## src/rtl/point_uart_reporter_if.sv

```systemverilog
// Signal bundle between the multi-point finder / host side and the UART point
// reporter: frame sync, enable, the four point coordinates and the reporter status.
interface point_uart_reporter_if;
  logic        VGA_VS;
  logic        i_EN;
  logic [15:0] i_POINTS_H_0;
  logic [15:0] i_POINTS_H_1;
  logic [15:0] i_POINTS_H_2;
  logic [15:0] i_POINTS_H_3;
  logic [15:0] i_POINTS_V_0;
  logic [15:0] i_POINTS_V_1;
  logic [15:0] i_POINTS_V_2;
  logic [15:0] i_POINTS_V_3;
  logic        o_UART_TX;
  logic        o_BUSY;
  logic [7:0]  o_FRAME_CNT;
  logic [7:0]  o_DROP_CNT;

  modport master (
    output VGA_VS, i_EN,
    output i_POINTS_H_0, i_POINTS_H_1, i_POINTS_H_2, i_POINTS_H_3,
    output i_POINTS_V_0, i_POINTS_V_1, i_POINTS_V_2, i_POINTS_V_3,
    input  o_UART_TX, o_BUSY, o_FRAME_CNT, o_DROP_CNT
  );

  modport slave (
    input  VGA_VS, i_EN,
    input  i_POINTS_H_0, i_POINTS_H_1, i_POINTS_H_2, i_POINTS_H_3,
    input  i_POINTS_V_0, i_POINTS_V_1, i_POINTS_V_2, i_POINTS_V_3,
    output o_UART_TX, o_BUSY, o_FRAME_CNT, o_DROP_CNT
  );
endinterface

```

## src/rtl/point_uart_reporter.sv

```systemverilog
// Snapshots the four tracked points at each frame end and sends them to the host as a
// 21-byte 8N1 UART packet; frame ends seen while a packet is in flight are dropped and counted.
module point_uart_reporter #(
  parameter int CLKS_PER_BIT = 217
) (
  input  logic                 CLK,
  input  logic                 RESET_N,
  point_uart_reporter_if.slave bus
);

  typedef enum logic [2:0] {IDLE, LOAD, START, DATA, STOP} state_t;

  localparam logic [15:0] BAUD_LAST = 16'(CLKS_PER_BIT - 1);
  localparam logic [4:0]  LAST_IDX  = 5'd20;

  state_t      state_q, state_d;
  logic        vs_q;
  logic        pending_q, pending_d;
  logic        tx_q, tx_d;
  logic [7:0]  frameCnt_q, frameCnt_d;
  logic [7:0]  dropCnt_q, dropCnt_d;
  logic [7:0]  frameByte_q, frameByte_d;
  logic [2:0]  ptCount_q, ptCount_d;
  logic [15:0] ptH_q [4];
  logic [15:0] ptH_d [4];
  logic [15:0] ptV_q [4];
  logic [15:0] ptV_d [4];
  logic [7:0]  sum_q, sum_d;
  logic [7:0]  shift_q, shift_d;
  logic [15:0] baud_q, baud_d;
  logic [2:0]  bit_q, bit_d;
  logic [4:0]  idx_q, idx_d;

  logic        frameEnd, baudDone, lastStop, accept, drop;
  logic [2:0]  liveCount;
  logic [1:0]  wordSel;
  logic [15:0] selH, selV;
  logic [7:0]  curByte;

  assign liveCount = 3'(|{bus.i_POINTS_H_0, bus.i_POINTS_V_0})
                   + 3'(|{bus.i_POINTS_H_1, bus.i_POINTS_V_1})
                   + 3'(|{bus.i_POINTS_H_2, bus.i_POINTS_V_2})
                   + 3'(|{bus.i_POINTS_H_3, bus.i_POINTS_V_3});

  // Bytes 4..19 hold four bytes per point; idx[3:2]-1 maps 4..19 onto points 0..3.
  assign wordSel = idx_q[3:2] - 2'd1;
  assign selH    = ptH_q[wordSel];
  assign selV    = ptV_q[wordSel];

  always_comb begin
    curByte = sum_q;
    if (idx_q == 5'd0)         curByte = 8'hA5;
    else if (idx_q == 5'd1)    curByte = 8'h5A;
    else if (idx_q == 5'd2)    curByte = frameByte_q;
    else if (idx_q == 5'd3)    curByte = {5'd0, ptCount_q};
    else if (idx_q < LAST_IDX) begin
      case (idx_q[1:0])
        2'd0:    curByte = selH[15:8];
        2'd1:    curByte = selH[7:0];
        2'd2:    curByte = selV[15:8];
        default: curByte = selV[7:0];
      endcase
    end
  end

  // The edge that ends the final stop bit also frees the transmitter, so a frame end there is taken.
  assign frameEnd = vs_q & ~bus.VGA_VS;
  assign baudDone = (baud_q == BAUD_LAST);
  assign lastStop = (state_q == STOP) && baudDone && (idx_q == LAST_IDX);
  assign accept   = frameEnd && bus.i_EN && !pending_q && ((state_q == IDLE) || lastStop);
  assign drop     = frameEnd && bus.i_EN && !accept;

  always_comb begin
    state_d     = state_q;
    pending_d   = accept;
    tx_d        = tx_q;
    frameByte_d = frameByte_q;
    ptCount_d   = ptCount_q;
    ptH_d       = ptH_q;
    ptV_d       = ptV_q;
    sum_d       = sum_q;
    shift_d     = shift_q;
    baud_d      = baud_q;
    bit_d       = bit_q;
    idx_d       = idx_q;
    frameCnt_d  = frameCnt_q + {7'd0, pending_q} + {7'd0, drop};
    dropCnt_d   = (drop && (dropCnt_q != 8'hFF)) ? dropCnt_q + 8'd1 : dropCnt_q;

    if (pending_q) begin
      ptH_d       = '{bus.i_POINTS_H_0, bus.i_POINTS_H_1, bus.i_POINTS_H_2, bus.i_POINTS_H_3};
      ptV_d       = '{bus.i_POINTS_V_0, bus.i_POINTS_V_1, bus.i_POINTS_V_2, bus.i_POINTS_V_3};
      frameByte_d = frameCnt_q;
      ptCount_d   = liveCount;
      sum_d       = 8'd0;
      idx_d       = 5'd0;
      state_d     = LOAD;
    end

    // The line is registered from the current state, so it trails the FSM by one cycle.
    case (state_q)
      IDLE: tx_d = 1'b1;
      LOAD: begin
        shift_d = curByte;
        if ((idx_q >= 5'd2) && (idx_q < LAST_IDX)) sum_d = sum_q + curByte;
        baud_d  = 16'd0;
        bit_d   = 3'd0;
        state_d = START;
      end
      START: begin
        tx_d = 1'b0;
        if (baudDone) begin
          baud_d  = 16'd0;
          state_d = DATA;
        end else begin
          baud_d = baud_q + 16'd1;
        end
      end
      DATA: begin
        tx_d = shift_q[0];
        if (baudDone) begin
          baud_d  = 16'd0;
          shift_d = {1'b0, shift_q[7:1]};
          bit_d   = bit_q + 3'd1;
          if (bit_q == 3'd7) state_d = STOP;
        end else begin
          baud_d = baud_q + 16'd1;
        end
      end
      STOP: begin
        tx_d = 1'b1;
        if (baudDone) begin
          baud_d = 16'd0;
          if (idx_q == LAST_IDX) begin
            state_d = IDLE;
          end else begin
            idx_d   = idx_q + 5'd1;
            state_d = LOAD;
          end
        end else begin
          baud_d = baud_q + 16'd1;
        end
      end
      default: state_d = IDLE;
    endcase
  end

  always_ff @(posedge CLK or negedge RESET_N) begin
    if (!RESET_N) begin
      state_q     <= IDLE;
      vs_q        <= 1'b0;
      pending_q   <= 1'b0;
      tx_q        <= 1'b1;
      frameCnt_q  <= 8'd0;
      dropCnt_q   <= 8'd0;
      frameByte_q <= 8'd0;
      ptCount_q   <= 3'd0;
      sum_q       <= 8'd0;
      shift_q     <= 8'd0;
      baud_q      <= 16'd0;
      bit_q       <= 3'd0;
      idx_q       <= 5'd0;
      for (int k = 0; k < 4; k++) begin
        ptH_q[k] <= 16'd0;
        ptV_q[k] <= 16'd0;
      end
    end else begin
      state_q     <= state_d;
      vs_q        <= bus.VGA_VS;
      pending_q   <= pending_d;
      tx_q        <= tx_d;
      frameCnt_q  <= frameCnt_d;
      dropCnt_q   <= dropCnt_d;
      frameByte_q <= frameByte_d;
      ptCount_q   <= ptCount_d;
      sum_q       <= sum_d;
      shift_q     <= shift_d;
      baud_q      <= baud_d;
      bit_q       <= bit_d;
      idx_q       <= idx_d;
      ptH_q       <= ptH_d;
      ptV_q       <= ptV_d;
    end
  end

  assign bus.o_UART_TX   = tx_q;
  assign bus.o_BUSY      = pending_q | (state_q != IDLE);
  assign bus.o_FRAME_CNT = frameCnt_q;
  assign bus.o_DROP_CNT  = dropCnt_q;

endmodule

```

## src/flat_wrapper.sv

```systemverilog
// flat-port wrapper written by rule: the top's interface ports become plain ports
module point_uart_reporter_flat 
#(
  parameter int CLKS_PER_BIT = 217
)
  (CLK, RESET_N, bus_VGA_VS, bus_i_EN, bus_i_POINTS_H_0, bus_i_POINTS_H_1, bus_i_POINTS_H_2, bus_i_POINTS_H_3, bus_i_POINTS_V_0, bus_i_POINTS_V_1, bus_i_POINTS_V_2, bus_i_POINTS_V_3, bus_o_UART_TX, bus_o_BUSY, bus_o_FRAME_CNT, bus_o_DROP_CNT);
  point_uart_reporter_if bus_i ();
  input  logic CLK;
  input  logic RESET_N;
  input wire logic [$bits(bus_i.VGA_VS)-1:0] bus_VGA_VS;
  input wire logic [$bits(bus_i.i_EN)-1:0] bus_i_EN;
  input wire logic [$bits(bus_i.i_POINTS_H_0)-1:0] bus_i_POINTS_H_0;
  input wire logic [$bits(bus_i.i_POINTS_H_1)-1:0] bus_i_POINTS_H_1;
  input wire logic [$bits(bus_i.i_POINTS_H_2)-1:0] bus_i_POINTS_H_2;
  input wire logic [$bits(bus_i.i_POINTS_H_3)-1:0] bus_i_POINTS_H_3;
  input wire logic [$bits(bus_i.i_POINTS_V_0)-1:0] bus_i_POINTS_V_0;
  input wire logic [$bits(bus_i.i_POINTS_V_1)-1:0] bus_i_POINTS_V_1;
  input wire logic [$bits(bus_i.i_POINTS_V_2)-1:0] bus_i_POINTS_V_2;
  input wire logic [$bits(bus_i.i_POINTS_V_3)-1:0] bus_i_POINTS_V_3;
  output wire logic [$bits(bus_i.o_UART_TX)-1:0] bus_o_UART_TX;
  output wire logic [$bits(bus_i.o_BUSY)-1:0] bus_o_BUSY;
  output wire logic [$bits(bus_i.o_FRAME_CNT)-1:0] bus_o_FRAME_CNT;
  output wire logic [$bits(bus_i.o_DROP_CNT)-1:0] bus_o_DROP_CNT;
  assign bus_i.VGA_VS = bus_VGA_VS;
  assign bus_i.i_EN = bus_i_EN;
  assign bus_i.i_POINTS_H_0 = bus_i_POINTS_H_0;
  assign bus_i.i_POINTS_H_1 = bus_i_POINTS_H_1;
  assign bus_i.i_POINTS_H_2 = bus_i_POINTS_H_2;
  assign bus_i.i_POINTS_H_3 = bus_i_POINTS_H_3;
  assign bus_i.i_POINTS_V_0 = bus_i_POINTS_V_0;
  assign bus_i.i_POINTS_V_1 = bus_i_POINTS_V_1;
  assign bus_i.i_POINTS_V_2 = bus_i_POINTS_V_2;
  assign bus_i.i_POINTS_V_3 = bus_i_POINTS_V_3;
  assign bus_o_UART_TX = bus_i.o_UART_TX;
  assign bus_o_BUSY = bus_i.o_BUSY;
  assign bus_o_FRAME_CNT = bus_i.o_FRAME_CNT;
  assign bus_o_DROP_CNT = bus_i.o_DROP_CNT;
  point_uart_reporter #(.CLKS_PER_BIT(CLKS_PER_BIT)) u_core (.CLK(CLK), .RESET_N(RESET_N), .bus(bus_i));
endmodule
```

## config.mk

```make
export PLATFORM = sky130hd
export DESIGN_NAME = point_uart_reporter_flat
export DESIGN_NICKNAME = d
export VERILOG_FILES = /design/src/rtl/point_uart_reporter_if.sv /design/src/rtl/point_uart_reporter.sv /design/src/flat_wrapper.sv
export SDC_FILE = /design/constraint.sdc
export NUM_CORES = 1
export LEC_CHECK = 0
export ABC_CLOCK_PERIOD_IN_PS = 6250
export CAP_MARGIN = 20
export CORE_MARGIN = 2
export CORE_UTILIZATION = 64
export DETAILED_ROUTE_END_ITERATION = 10
export DONT_BUFFER_PORTS = 1
export GPL_TIMING_DRIVEN = 0
export PLACE_DENSITY = 0.8
export SYNTH_ARGS = -nofsm -noshare
export SYNTH_HDL_FRONTEND = slang
export SYNTH_SLANG_ARGS = --single-unit
```

## constraint.sdc

```tcl
create_clock -name CLK -period 6.25 [get_ports CLK]
set_clock_uncertainty 0.15 [all_clocks]
set_input_delay 0.3125 -clock CLK [delete_from_list [all_inputs] [get_ports CLK]]
set_output_delay 0.3125 -clock CLK [all_outputs]
set_load 0.02 [all_outputs]
```

==> metrics.txt, run 1 <==
share of the core filled with cells in the final layout=approximately 81%; Sinks on Clock Net=201; count of flip-flops with a built-in enable after synthesis=0; Synth Net Count=985; Post-CTS Setup Inserts=0; post-synthesis cell count=825; worst path buffer plus inverter count=6; worst min-delay path category=input pin to flop; final setup violation count=0; most frequently used cell type in the post-synthesis netlist=sky130_fd_sc_hd__dfrtp_1; part of the Yosys area used for sequential elements=49.8%; post-route ant nets=0; Synth Flop Type=sky130_fd_sc_hd__dfrtp_1; HP Start=bus_VGA_VS; share of total power consumed by net switching=around a third; # DRC=0; clock-pin slew of the registers on the worst-case setup and hold paths=0.07 ns; n_diodes=0; family with the most delay on the worst path=buffers and inverters; commonest cells in the synthesized netlist=200 x sky130_fd_sc_hd__dfrtp_1, 144 x sky130_fd_sc_hd__mux2_2, 49 x sky130_fd_sc_hd__o21ai_0; CTS root buf=sky130_fd_sc_hd__clkbuf_16; status=finished clean; Worst Hold End=u_core.vs_q; Non-Filler Cell Area, Final=between 10000 and 15000 um2; Detailed Route Iter0 Violations=754; vias in the first global route=8820; worst reg2reg endpoint=u_core.sum_q[7]; die area=16800 um2; number of cell instances on the worst register-to-register path=20; setup slack of the worst register-to-register path=slightly below 0.4 ns; leading post-synthesis cells by cell area=sky130_fd_sc_hd__dfrtp_1 50%, sky130_fd_sc_hd__mux2_2 16%, sky130_fd_sc_hd__mux4_2 6.5%; final net count=about 1100; worst-case headroom to the max-slew limit=33.6%; top-level I/O count=150; antenna violations before repair=0; startpoint types=flop; Synth Register Bits=between 200 and 250; netlist area before placement=10100 um2; Chip Width=130 um; global placer's final weighted congestion=0.882; first-pass GRT wire length=50100 um; fillcell total=755; largest fanout of any net on the critical path=10; cell area after placement=10400 um2; half-perimeter wire length after detailed placement=19200 um; most area-hungry cell type in the Yosys netlist=sky130_fd_sc_hd__dfrtp_1; nature of the critical path endpoint=flop; sequential share of power=around 47%; layout cell share with drive strength beyond 1=23.2%; clock tree from TritonCTS=yes; power density cells=around 390 nW/um2; post-synthesis average cell area=12.3 um2; routed length per instance=between 20 and 30 um; routed vias/inst=between 6 and 7; global route overflow=0; unrepaired setup endpoints after global routing=no; worst-path cell with the longest stage delay=sky130_fd_sc_hd__ha_1; die height=130 um; shortest clock period the worst path allows after layout=5.86 ns; synth unique cells=61; Final Hold Fails=0; Logic pwr share=between 20 and 30%; final cycle utilization of the critical path=93.7%; Clock Power Share=28.2%; deepest clock path buffer count=3; Final Max Slew Viols=0; Max rail drop VDD=~320 uV; total wire length=32500 um; vias after detailed routing=8381; Total Negative Setup Slacks=0 ns; series of cell instances along the critical path=buf_6 > buf_12 > buf_2 > inv_1 > ha_1 > clkbuf_2 > buf_2 > mux4_2 > a22oi_1 > nand3_1 > a22oi_1 > nor2_1 > ha_1 > nand3_1 > o211ai_1 > nor4_1 > nor3_1 > xnor2_1 > mux2i_1 > a22o_1; total number of yosys warnings=0; Leak=around 0.0052 uW; Net Sw Power=1570 uW; RR Startpoint=u_core.idx_q[2]; internal cell power=3310 uW; data arrival time at the worst-slack endpoint=approximately 6.1 ns; initial core utilization=about two thirds; critical path's largest stage delay=0.59 ns; Cells on Worst Hold Path=1; signed area change from the synthesized netlist to the final layout=23.2%; GR Util All Layers=39.7%; detailed-router iteration count before antenna repair=5; crit path kind=flop to flop; number of rows created at floorplan=45; Floorplan Core Area=about 15000 um2; Tightest Pin Transition=0.995 ns; CTS H-tree lvls=1; Clock Latency Late Sink=between 0.5 and 0.6 ns; I/O Buffers=0; critical path required time=6.49 ns; highest clock rate=0.171 GHz; share of flip-flops with an asynchronous set or reset after synthesis=between 90% and 100%; largest net degree at the start of global routing=202; max-cap check violation count=0; post-synth top area share=49.5%; TritonCTS Buffers=21
-- worst max-delay path by stage --
stage | from | to | depth (start not counted)
detailed placement | u_core.idx_q[2] | u_core.sum_q[7] | 20
global route | u_core.idx_q[2] | u_core.sum_q[7] | 20
floorplan | u_core.idx_q[2] | u_core.sum_q[7] | 20
CTS | u_core.idx_q[2] | u_core.sum_q[7] | 20
finish | u_core.idx_q[2] | u_core.sum_q[7] | 20
global placement | u_core.idx_q[2] | u_core.sum_q[7] | 20
-- cell type report --
class / instances / area [um2] / area share (%)
clock buffers: 29 / 586 / 4.70
flip-flops and latches: 201 / 5030 / 40.4
repair buffers: 132 / 1340 / 10.8
multi-input cells: 566 / 4830 / 38.8
clock inverters: 9 / 151 / 1.22
well taps: 211 / 264 / 2.12
plain buffers: 39 / 179 / 1.44
inverters: 19 / 71.3 / 0.573
-- power groups by stage --
stage	registers [uW]	logic, uW	clock network [uW]
floorplan	2060	858	0
global placement	2160	992	0
detailed placement	2200	1050	0
CTS	2180	1160	1350
global route	2300	1310	1430
finish	2270	1240	1380
-- registers in the layout, indices dropped and copies added, names as in the netlist --
name                    cells
u_core.state_q              3
u_core.ptCount_q            3
u_core.shift_q              8
u_core.frameByte_q          8
u_core.baud_q              16
u_core.bus.o_UART_TX        1
u_core.sum_q                8
u_core.bus.o_DROP_CNT       8
u_core.idx_q                5
u_core.bus.o_FRAME_CNT      8
u_core.ptH_q               64
u_core.bit_q                3
u_core.vs_q                 1
u_core.ptV_q               64
u_core.pending_q            1
-- logic make-up (layout without fill, tap and decap cells) --
logic type | count (synthesis) | in the layout | share of synthesized area (%)
AO/OA/AOI/OAI | 128 | 128 | 8.07
XOR/XNOR | 17 | 17 | 1.47
adder cells (fa/ha/maj) | 28 | 28 | 3.69
buffers and inverters | 58 | 228 | 2.46
flip-flops | 201 | 201 | 49.8
multiplexers | 177 | 177 | 23.4
AND/OR/NAND/NOR | 216 | 216 | 11.1
-- routing by layer --
| metal | track usage [%] | up-vias | part of all wire (%) |
|---|---|---|---|
| met3 | 11.1 | 209 | 10 |
| met2 | 65.3 | 678 | 48 |
| met5 | 0 | - | 0 |
| met4 | 23.4 | 0 | 7.1 |
| li1 | - | 3414 | - |
| met1 | 46.9 | 4080 | 34 |
-- metrics by stage --
stage / hold slack [ns] / power [uW] / setup slack (ns) / cells
finish: 0.259 / 4890 / 0.395 / 1206
detailed placement: -0.123 / 3250 / 0.507 / 1036
CTS: 0.222 / 4690 / 0.463 / 1206
floorplan: -0.133 / 2920 / 1.91 / 825
global route: 0.266 / 5030 / 0.196 / 1206
global placement: -0.123 / 3150 / 0.569 / 1036
-- timing repair --
action,in CTS,in global routing
gates resized for setup,0,1
hold endpoints to repair,331,0
hold buffers,132,0
endpoints found under the setup margin,0,1
-- cell usage in the layout, fill, tap and decap left out, types with 11 or more instances in the layout --
cell type and count:
sky130_fd_sc_hd__dfrtp_1 200, sky130_fd_sc_hd__mux2_2 144, sky130_fd_sc_hd__dlygate4sd3_1 131, sky130_fd_sc_hd__o21ai_0 49, sky130_fd_sc_hd__nand2_1 48, sky130_fd_sc_hd__nor2_1 36, sky130_fd_sc_hd__nand3_1 35, sky130_fd_sc_hd__nor4_1 35
sky130_fd_sc_hd__clkbuf_1 30, sky130_fd_sc_hd__mux4_2 29, sky130_fd_sc_hd__ha_1 25, sky130_fd_sc_hd__clkbuf_16 21, sky130_fd_sc_hd__a21oi_1 19, sky130_fd_sc_hd__inv_1 18, sky130_fd_sc_hd__nand4_1 14, sky130_fd_sc_hd__a22oi_1 13
sky130_fd_sc_hd__xor2_1 11
-- worst reg2reg max path, cell delays in order, from the launching register on --
cell                       delay [ns]
sky130_fd_sc_hd__dfrtp_1         0.41
sky130_fd_sc_hd__buf_6           0.24
sky130_fd_sc_hd__buf_12          0.20
sky130_fd_sc_hd__buf_2           0.37
sky130_fd_sc_hd__inv_1           0.15
sky130_fd_sc_hd__ha_1            0.59
sky130_fd_sc_hd__clkbuf_2        0.46
sky130_fd_sc_hd__buf_2           0.41
sky130_fd_sc_hd__mux4_2          0.38
sky130_fd_sc_hd__a22oi_1         0.20
sky130_fd_sc_hd__nand3_1         0.22
sky130_fd_sc_hd__a22oi_1         0.30
sky130_fd_sc_hd__nor2_1          0.07
sky130_fd_sc_hd__ha_1            0.39
sky130_fd_sc_hd__nand3_1         0.09
sky130_fd_sc_hd__o211ai_1        0.23
sky130_fd_sc_hd__nor4_1          0.07
sky130_fd_sc_hd__nor3_1          0.24
sky130_fd_sc_hd__xnor2_1         0.19
sky130_fd_sc_hd__mux2i_1         0.14
sky130_fd_sc_hd__a22o_1          0.23
Note: power is estimated with default switching activity, not from simulation.
==> run 2: changes to the inputs <==
--- a/config.mk
+++ b/config.mk
@@ -7,12 +7,15 @@
 export LEC_CHECK = 0
 export ABC_CLOCK_PERIOD_IN_PS = 6250
 export CAP_MARGIN = 20
+export CELL_PAD_IN_SITES_DETAIL_PLACEMENT = 1
+export CELL_PAD_IN_SITES_GLOBAL_PLACEMENT = 1
 export CORE_MARGIN = 2
-export CORE_UTILIZATION = 64
+export CORE_UTILIZATION = 51
 export DETAILED_ROUTE_END_ITERATION = 10
 export DONT_BUFFER_PORTS = 1
 export GPL_TIMING_DRIVEN = 0
-export PLACE_DENSITY = 0.8
+export HOLD_SLACK_MARGIN = 0.1
+export PLACE_DENSITY = 0.86
 export SYNTH_ARGS = -nofsm -noshare
 export SYNTH_HDL_FRONTEND = slang
 export SYNTH_SLANG_ARGS = --single-unit
==> metrics.txt, run 2 (synthesis results as in run 1) <==
sequential share of power=46.3% (-0.2 points); vias in the first global route=10100 (+14%); post-route ant nets=0 (unchanged); leading cell types in the layout, fill and taps excluded=200 x sky130_fd_sc_hd__dfrtp_1, 144 x sky130_fd_sc_hd__mux2_2, 131 x sky130_fd_sc_hd__dlygate4sd3_1; deepest clock path buffer count=3 (unchanged); non-filler instance count after layout=1265 (+4.9%); detailed-router iteration count before antenna repair=6 (+1); Max rail drop VDD=328 uV (+3.1%); footprint of the multi-input gates=4830 um2 (about the same); top-level I/O count=150 (unchanged); largest fanout of any net on the critical path=10 (unchanged); Final Hold Fails=0 (unchanged); Clock Power Share=26.7% (-1.5 points); startpoint types=flop; final setup violation count=0 (unchanged); nature of the critical path endpoint=flop; max-cap check violation count=0 (unchanged); antenna violations before repair=8 (+8); die height=145 um (+12%); Chip Width=145 um (+12%); routed length per instance=38.0 um (+41%); highest clock rate=0.162 GHz (-5.4%); power density cells=421 nW/um2 (+7.3%); number of rows created at floorplan=51 (+13%); critical path's largest stage delay=0.52 ns (-0.07 ns); CTS root buf=sky130_fd_sc_hd__clkbuf_16; Total Negative Setup Slacks=0 ns (unchanged); worst-path cell with the longest stage delay=sky130_fd_sc_hd__ha_2; worst min-delay path category=input pin to flop; internal cell power=3260 uW (-1.6%); layout cell share with drive strength beyond 1=23.3% (+0.13 points); Global Route met1 Usage=54.9% (+8.1 points); Detailed Route Iter0 Violations=1405 (+86%); GR Util met3=18.9% (+7.8 points); Clock Latency Late Sink=0.53 ns (about the same); Net Sw Power=2010 uW (+28%); commonest non-fill, non-tap cell in the layout=sky130_fd_sc_hd__dfrtp_1; Final Power=5270 uW (+7.9%); Logic pwr share=27.0% (+1.7 points); family with the most delay on the worst path=buffers and inverters; unrepaired setup endpoints after global routing=no; vias after detailed routing=9315 (+11%); clock tree from TritonCTS=yes; global route overflow=0 (unchanged); met2 global-route usage=70.2% (+4.9 points); fillcell total=1872 (+150%); critical path required time=6.51 ns (+0.02 ns); final cycle utilization of the critical path=99.0% (+5.4 points); worst path buffer plus inverter count=6 (unchanged); die area=21000 um2 (+25%); signed area change from the synthesized netlist to the final layout=23.8%; largest net degree at the start of global routing=202 (unchanged); total wire length=48100 um (+48%); biggest regs=u_core.ptH_q (64), u_core.ptV_q (64), u_core.baud_q (16); area taken by flip-flops and latches=5030 um2 (unchanged); worst-case headroom to the max-slew limit=18.8% (-15 points); # DRC=0 (unchanged); clock-pin slew of the registers on the worst-case setup and hold paths=0.07 ns (about the same); share of total power consumed by net switching=38.1% (+5.9 points); Placed Instances=1090 (+5.2%); routed vias/inst=7.36 (+6.0%); Post-CTS Setup Inserts=0 (unchanged); peak-usage layer in the global routing report=met2; I/O Buffers=0 (unchanged); status=finished clean; series of cell instances along the critical path=buf_6 > buf_12 > buf_2 > inv_1 > ha_2 > clkbuf_2 > buf_2 > mux4_2 > nand2_1 > nand3_1 > a22oi_1 > nor2_1 > ha_1 > nand3_1 > o211ai_1 > nor4_1 > nor3_1 > xnor2_1 > mux2i_1 > a22o_1; Leak=0.00515 uW (-0.11%); Sinks on Clock Net=201 (unchanged); Tightest Pin Transition=1.21 ns (+0.212 ns); GR Util All Layers=46.9% (+7.2 points); initial core utilization=51.9% (-14 points); Final Max Slew Viols=0 (unchanged); crit path kind=flop to flop; Floorplan Core Area=19500 um2 (+27%); first-pass GRT wire length=69700 um (+39%); final net count=1142 (+0.18%); data arrival time at the worst-slack endpoint=6.45 ns (+0.36 ns); global placer's final weighted congestion=0.846 (-4.1%); CTS H-tree lvls=1 (unchanged); shortest clock period the worst path allows after layout=6.19 ns (+0.335 ns); half-perimeter wire length after detailed placement=22700 um (+18%); TritonCTS Buffers=23 (+9.5%)
[run 2: final timing paths]
path	start	to	slack, ns	cells past startpoint
min	bus_VGA_VS	u_core.vs_q	0.22	1
max reg2reg	u_core.idx_q[2]	u_core.sum_q[7]	0.06	20
max	u_core.idx_q[2]	u_core.sum_q[7]	0.06	20
min reg2reg	u_core.baud_q[15]	u_core.baud_q[15]	0.36	1
max in group asynchronous	RESET_N	u_core.bit_q[0]	4.78	2
min in group asynchronous	RESET_N	u_core.shift_q[3]	0.43	2
[run 2: layout make-up]
cell class	count	share of cell area (%)
Inverter	19	0.570
Buffer	39	1.43
Multi-Input combinational cell	566	38.6
Clock buffer	37	5.58
Tap cell	265	2.65
Timing Repair Buffer	132	10.7
Antenna cell	2	0.0400
Clock inverter	4	0.210
Sequential cell	201	40.2
[run 2: power by group through the flow]
stage                     Sequential (uW)  Combinational, uW  Clock, uW
after floorplan                      2060                858          0
after global placement               2170               1010          0
after detailed placement             2240               1100          0
after CTS                            2260               1250       1330
after global routing                 2420               1460       1440
final                                2440               1420       1410
[run 2: stage by stage]
stage                     hold slack (ns)  instance area, um2  util [%]  setup slack [ns]
after floorplan                    -0.133               10100         -              1.91
after global placement             -0.120               10400      53.6             0.564
after detailed placement           -0.120               10400      53.6             0.330
after CTS                           0.214               12500      64.2             0.256
after global routing                0.232               12500      64.3            0.0320
final                               0.216               12500      64.3            0.0599
[run 2: timing repair]
| action | 4_1_cts | 5_1_grt |
|---|---|---|
| hold buffers | 132 | 0 |
| endpoints found under the setup margin | 0 | 2 |
| hold endpoints to repair | 331 | 0 |
| gates resized for setup | 0 | 2 |
[run 2: worst register-to-register path, stage by stage, from the launching register on]
cell and delay (ns):
sky130_fd_sc_hd__dfrtp_1 0.44, sky130_fd_sc_hd__buf_6 0.24, sky130_fd_sc_hd__buf_12 0.19, sky130_fd_sc_hd__buf_2 0.42, sky130_fd_sc_hd__inv_1 0.17, sky130_fd_sc_hd__ha_2 0.52
sky130_fd_sc_hd__clkbuf_2 0.41, sky130_fd_sc_hd__buf_2 0.47, sky130_fd_sc_hd__mux4_2 0.39, sky130_fd_sc_hd__nand2_1 0.18, sky130_fd_sc_hd__nand3_1 0.26, sky130_fd_sc_hd__a22oi_1 0.37
sky130_fd_sc_hd__nor2_1 0.09, sky130_fd_sc_hd__ha_1 0.44, sky130_fd_sc_hd__nand3_1 0.10, sky130_fd_sc_hd__o211ai_1 0.29, sky130_fd_sc_hd__nor4_1 0.09, sky130_fd_sc_hd__nor3_1 0.27
sky130_fd_sc_hd__xnor2_1 0.20, sky130_fd_sc_hd__mux2i_1 0.13, sky130_fd_sc_hd__a22o_1 0.26
[run 2: metal layers]
layer  vias to the layer above  share of wire [%]
li1                       3413                  -
met1                      4563                 33
met2                       967                 44
met3                       368                 14
met4                         4                9.5
met5                         -              0.046
==> run 3: changes to the inputs <==
--- a/config.mk
+++ b/config.mk
@@ -5,17 +5,18 @@
 export SDC_FILE = /design/constraint.sdc
 export NUM_CORES = 1
 export LEC_CHECK = 0
+export ABC_AREA = 1
 export ABC_CLOCK_PERIOD_IN_PS = 6250
 export CAP_MARGIN = 20
 export CELL_PAD_IN_SITES_DETAIL_PLACEMENT = 1
 export CELL_PAD_IN_SITES_GLOBAL_PLACEMENT = 1
 export CORE_MARGIN = 2
-export CORE_UTILIZATION = 51
+export CORE_UTILIZATION = 47
 export DETAILED_ROUTE_END_ITERATION = 10
 export DONT_BUFFER_PORTS = 1
 export GPL_TIMING_DRIVEN = 0
 export HOLD_SLACK_MARGIN = 0.1
-export PLACE_DENSITY = 0.86
+export PLACE_DENSITY_LB_ADDON = 0.1
 export SYNTH_ARGS = -nofsm -noshare
 export SYNTH_HDL_FRONTEND = slang
 export SYNTH_SLANG_ARGS = --single-unit
==> metrics.txt, run 3 <==
fillcell total=2773 (+48%); Leak=0.00638 uW (+24%); footprint of the multi-input gates=4720 um2 (-2.2%); Cells on Worst Hold Path=4 (+3); non-filler instance count after layout=1872 (+48%); post-route ant nets=0 (unchanged); biggest regs=u_core.ptH_q (64), u_core.ptV_q (64), u_core.baud_q (16); power density cells=363 nW/um2 (-14%); Tightest Pin Transition=1.04 ns (-0.164 ns); Placed Instances=1697 (+56%); largest fanout of any net on the critical path=10 (unchanged); deepest clock path buffer count=3 (unchanged); leading post-synthesis cells by cell area=sky130_fd_sc_hd__dfrtp_1 47%, sky130_fd_sc_hd__nand2_1 18%, sky130_fd_sc_hd__o21ai_0 6.4%; synth unique cells=41 (-33%); combinational family with the most area after synthesis=simple AND/OR/NAND/NOR gates; final net count=1730 (+51%); crit path kind=flop to flop; portion of netlist area occupied by mux cells=0% (-23 points); final setup violation count=0 (unchanged); post-synthesis average cell area=7.59 um2 (-38%); initial core utilization=47.6% (-4.3 points); basic-gate share of the synthesized area counting and, or, nand and nor cells=27.0% (+16 points); Critical Path Start=u_core.idx_q[2]; Final Max Slew Viols=0 (unchanged); worst-case headroom to the max-slew limit=30.4% (+12 points); Worst Hold End=u_core.pending_q; I/O Buffers=0 (unchanged); commonest non-fill, non-tap cell in the layout=sky130_fd_sc_hd__nand2_1; data arrival time at the worst-slack endpoint=4.85 ns (-1.60 ns); Sinks on Clock Net=201 (unchanged); vias in the first global route=11700 (+16%); CTS root buf=sky130_fd_sc_hd__clkbuf_16; leading cell types in the layout, fill and taps excluded=517 x sky130_fd_sc_hd__nand2_1, 200 x sky130_fd_sc_hd__dfrtp_1, 160 x sky130_fd_sc_hd__inv_1; Worst path most repeated cell=sky130_fd_sc_hd__nand2_1; share of flip-flops with an asynchronous set or reset after synthesis=100% (unchanged); post-synth top area share=46.7% (-2.8 points); top-level I/O count=150 (unchanged); setup slack of the worst register-to-register path=1.65 ns (+1.59 ns); area taken by flip-flops and latches=5030 um2 (unchanged); CTS H-tree lvls=1 (unchanged); global placer's final weighted congestion=0.897 (+6.1%); Clock Latency Late Sink=0.53 ns (about the same); fraction of the mapped netlist area in adder cells=3.48% (-0.21 points); worst-path cell with the longest stage delay=sky130_fd_sc_hd__dfrtp_1; status=finished clean; startpoint types=flop; most frequently used cell type in the post-synthesis netlist=sky130_fd_sc_hd__nand2_1; detailed-router iteration count before antenna repair=6 (unchanged); Total Negative Setup Slacks=0 ns (unchanged); critical path's largest stage delay=0.43 ns (-0.09 ns); highest clock rate=0.218 GHz (+35%); Compound-Gate Fraction of Synth Area=12.2% (+4.1 points); signed area change from the synthesized netlist to the final layout=22.7%; part of the Yosys area used for sequential elements=47.0% (-2.8 points); vias after detailed routing=10700 (+15%); RR Startpoint=u_core.idx_q[2]; worst reg2reg endpoint=u_core.sum_q[6]; unrepaired setup endpoints after global routing=no; layout cell share with drive strength beyond 1=5.36% (-18 points); synthesized-area fraction occupied by xor and xnor cells=1.39% (-0.083 points); die area=24000 um2 (+15%); GR Util All Layers=34.8% (-12 points); Synth Flop Type=sky130_fd_sc_hd__dfrtp_1; Chip Width=155 um (+7.0%); total wire length=41100 um (-15%); clock-pin slew of the registers on the worst-case setup and hold paths=0.06 ns (about the same); n_diodes=0 (-2); number of cell instances on the worst register-to-register path=29 (+45%); count of flip-flops with a built-in enable after synthesis=0 (unchanged); Synth Register Bits=201 (unchanged); die height=155 um (+7.0%); antenna violations before repair=0 (-8); largest net degree at the start of global routing=202 (unchanged); # DRC=0 (unchanged); Synth Net Count=1572 (+60%); max-cap check violation count=0 (unchanged); total number of yosys warnings=0 (unchanged); most area-hungry cell type in the Yosys netlist=sky130_fd_sc_hd__dfrtp_1; commonest cells in the synthesized netlist=517 x sky130_fd_sc_hd__nand2_1, 200 x sky130_fd_sc_hd__dfrtp_1, 160 x sky130_fd_sc_hd__inv_1; global route overflow=0 (unchanged); Max rail drop VDD=260 uV (-21%); netlist area before placement=10700 um2 (+6.0%); routed length per instance=21.9 um (-42%); Detailed Route Iter0 Violations=856 (-39%); Floorplan Core Area=22500 um2 (+16%); shortest clock period the worst path allows after layout=4.60 ns (-1.59 ns); TritonCTS Buffers=24 (+4.3%); worst min-delay path category=input pin to flop; critical path required time=6.50 ns (about the same); clock tree from TritonCTS=yes; final cycle utilization of the critical path=73.5% (-25 points); number of rows created at floorplan=55 (+7.8%); Final Hold Fails=0 (unchanged); first-pass GRT wire length=64500 um (-7.4%); half-perimeter wire length after detailed placement=26200 um (+16%); HP Start=bus_VGA_VS; post-synthesis cell count=1412 (+71%); nature of the critical path endpoint=flop; routed vias/inst=5.70 (-23%)
[run 3: cell types whose count changed after synthesis, sizes merged, moves of 11 or more]
cell and delta:
inv +151, o21ai +104, nand2 +469, a22oi -13, mux2 -144, buf +13, clkbuf +11, nand3 +28
mux4 -32, a21oi +42
[run 3: metrics by stage]
step / hold WS, ns / setup WS [ns] / util [%] / instance area [um2] / total power, uW
after detailed placement: -0.126 / 1.78 / 49.2 / 11100 / 3240
after CTS: 0.122 / 1.76 / 58.4 / 13100 / 4690
after global routing: 0.178 / 1.41 / 58.4 / 13100 / 5030
final: 0.127 / 1.65 / 58.4 / 13100 / 4770
after floorplan: -0.133 / 2.64 / - / 10700 / 2810
after global placement: -0.127 / 1.83 / 49.2 / 11100 / 3170
[run 3: routing by layer]
| metal | part of all wire (%) | routed length, um | up-vias | global-route usage, % |
|---|---|---|---|---|
| met5 | 0 | 0 | - | 0 |
| met4 | 3.5 | 1450 | 0 | 12.1 |
| met3 | 6.6 | 2720 | 99 | 5.79 |
| met2 | 47 | 19200 | 430 | 58.0 |
| met1 | 43 | 17800 | 5298 | 46.1 |
| li1 | - | - | 4849 | - |
[run 3: worst max-delay path by stage]
| stage | end | slack [ns] |
|---|---|---|
| 3_5_place_dp | u_core.sum_q[6] | 1.78 |
| 5_1_grt | u_core.sum_q[6] | 1.41 |
| 3_3_place_gp | u_core.sum_q[6] | 1.83 |
| 2_1_floorplan | u_core.sum_q[6] | 2.64 |
| 6_report | u_core.sum_q[6] | 1.65 |
| 4_1_cts | u_core.sum_q[6] | 1.76 |
[run 3: cell families (layout without fill, tap and decap cells)]
logic type | count (synthesis) | count (layout)
simple gates | 689 | 689
compound gates | 245 | 245
buf+inv | 232 | 407
flops | 201 | 201
fa+ha+maj | 28 | 28
xor+xnor | 17 | 17
[run 3: critical path: cells and delay by family (launching register included)]
kind / cells / cell delay (ns)
AO/OA/AOI/OAI: 4 / 0.52
XOR/XNOR: 1 / 0.13
adder cells (fa/ha/maj): 3 / 0.82
buffers and inverters: 9 / 1.38
flip-flops: 1 / 0.43
AND/OR/NAND/NOR: 12 / 1.04
[run 3: where the power goes]
| group | total, uW | switching (uW) | internal (uW) | leakage [uW] |
|---|---|---|---|---|
| Sequential | 2130 | 332 | 1800 | 0.00255 |
| Clock | 1350 | 571 | 780 | 0.000364 |
| Combinational | 1290 | 877 | 409 | 0.00346 |
[run 3: repair_timing]
action	CTS	global route
resized for setup	0	0
hold endpoints to repair	330	0
hold buffers	131	0
buffers inserted	0	0
[run 3: area by class of cell]
| type | instances | share of cell area, % |
|---|---|---|
| sequential | 201 | 38.3 |
| multi-input combinational | 979 | 35.9 |
| timing repair buffer | 132 | 10.1 |
| clock buffer | 39 | 5.46 |
| inverter | 169 | 4.85 |
| tap | 285 | 2.71 |
| buffer | 63 | 2.45 |
| clock inverter | 4 | 0.152 |
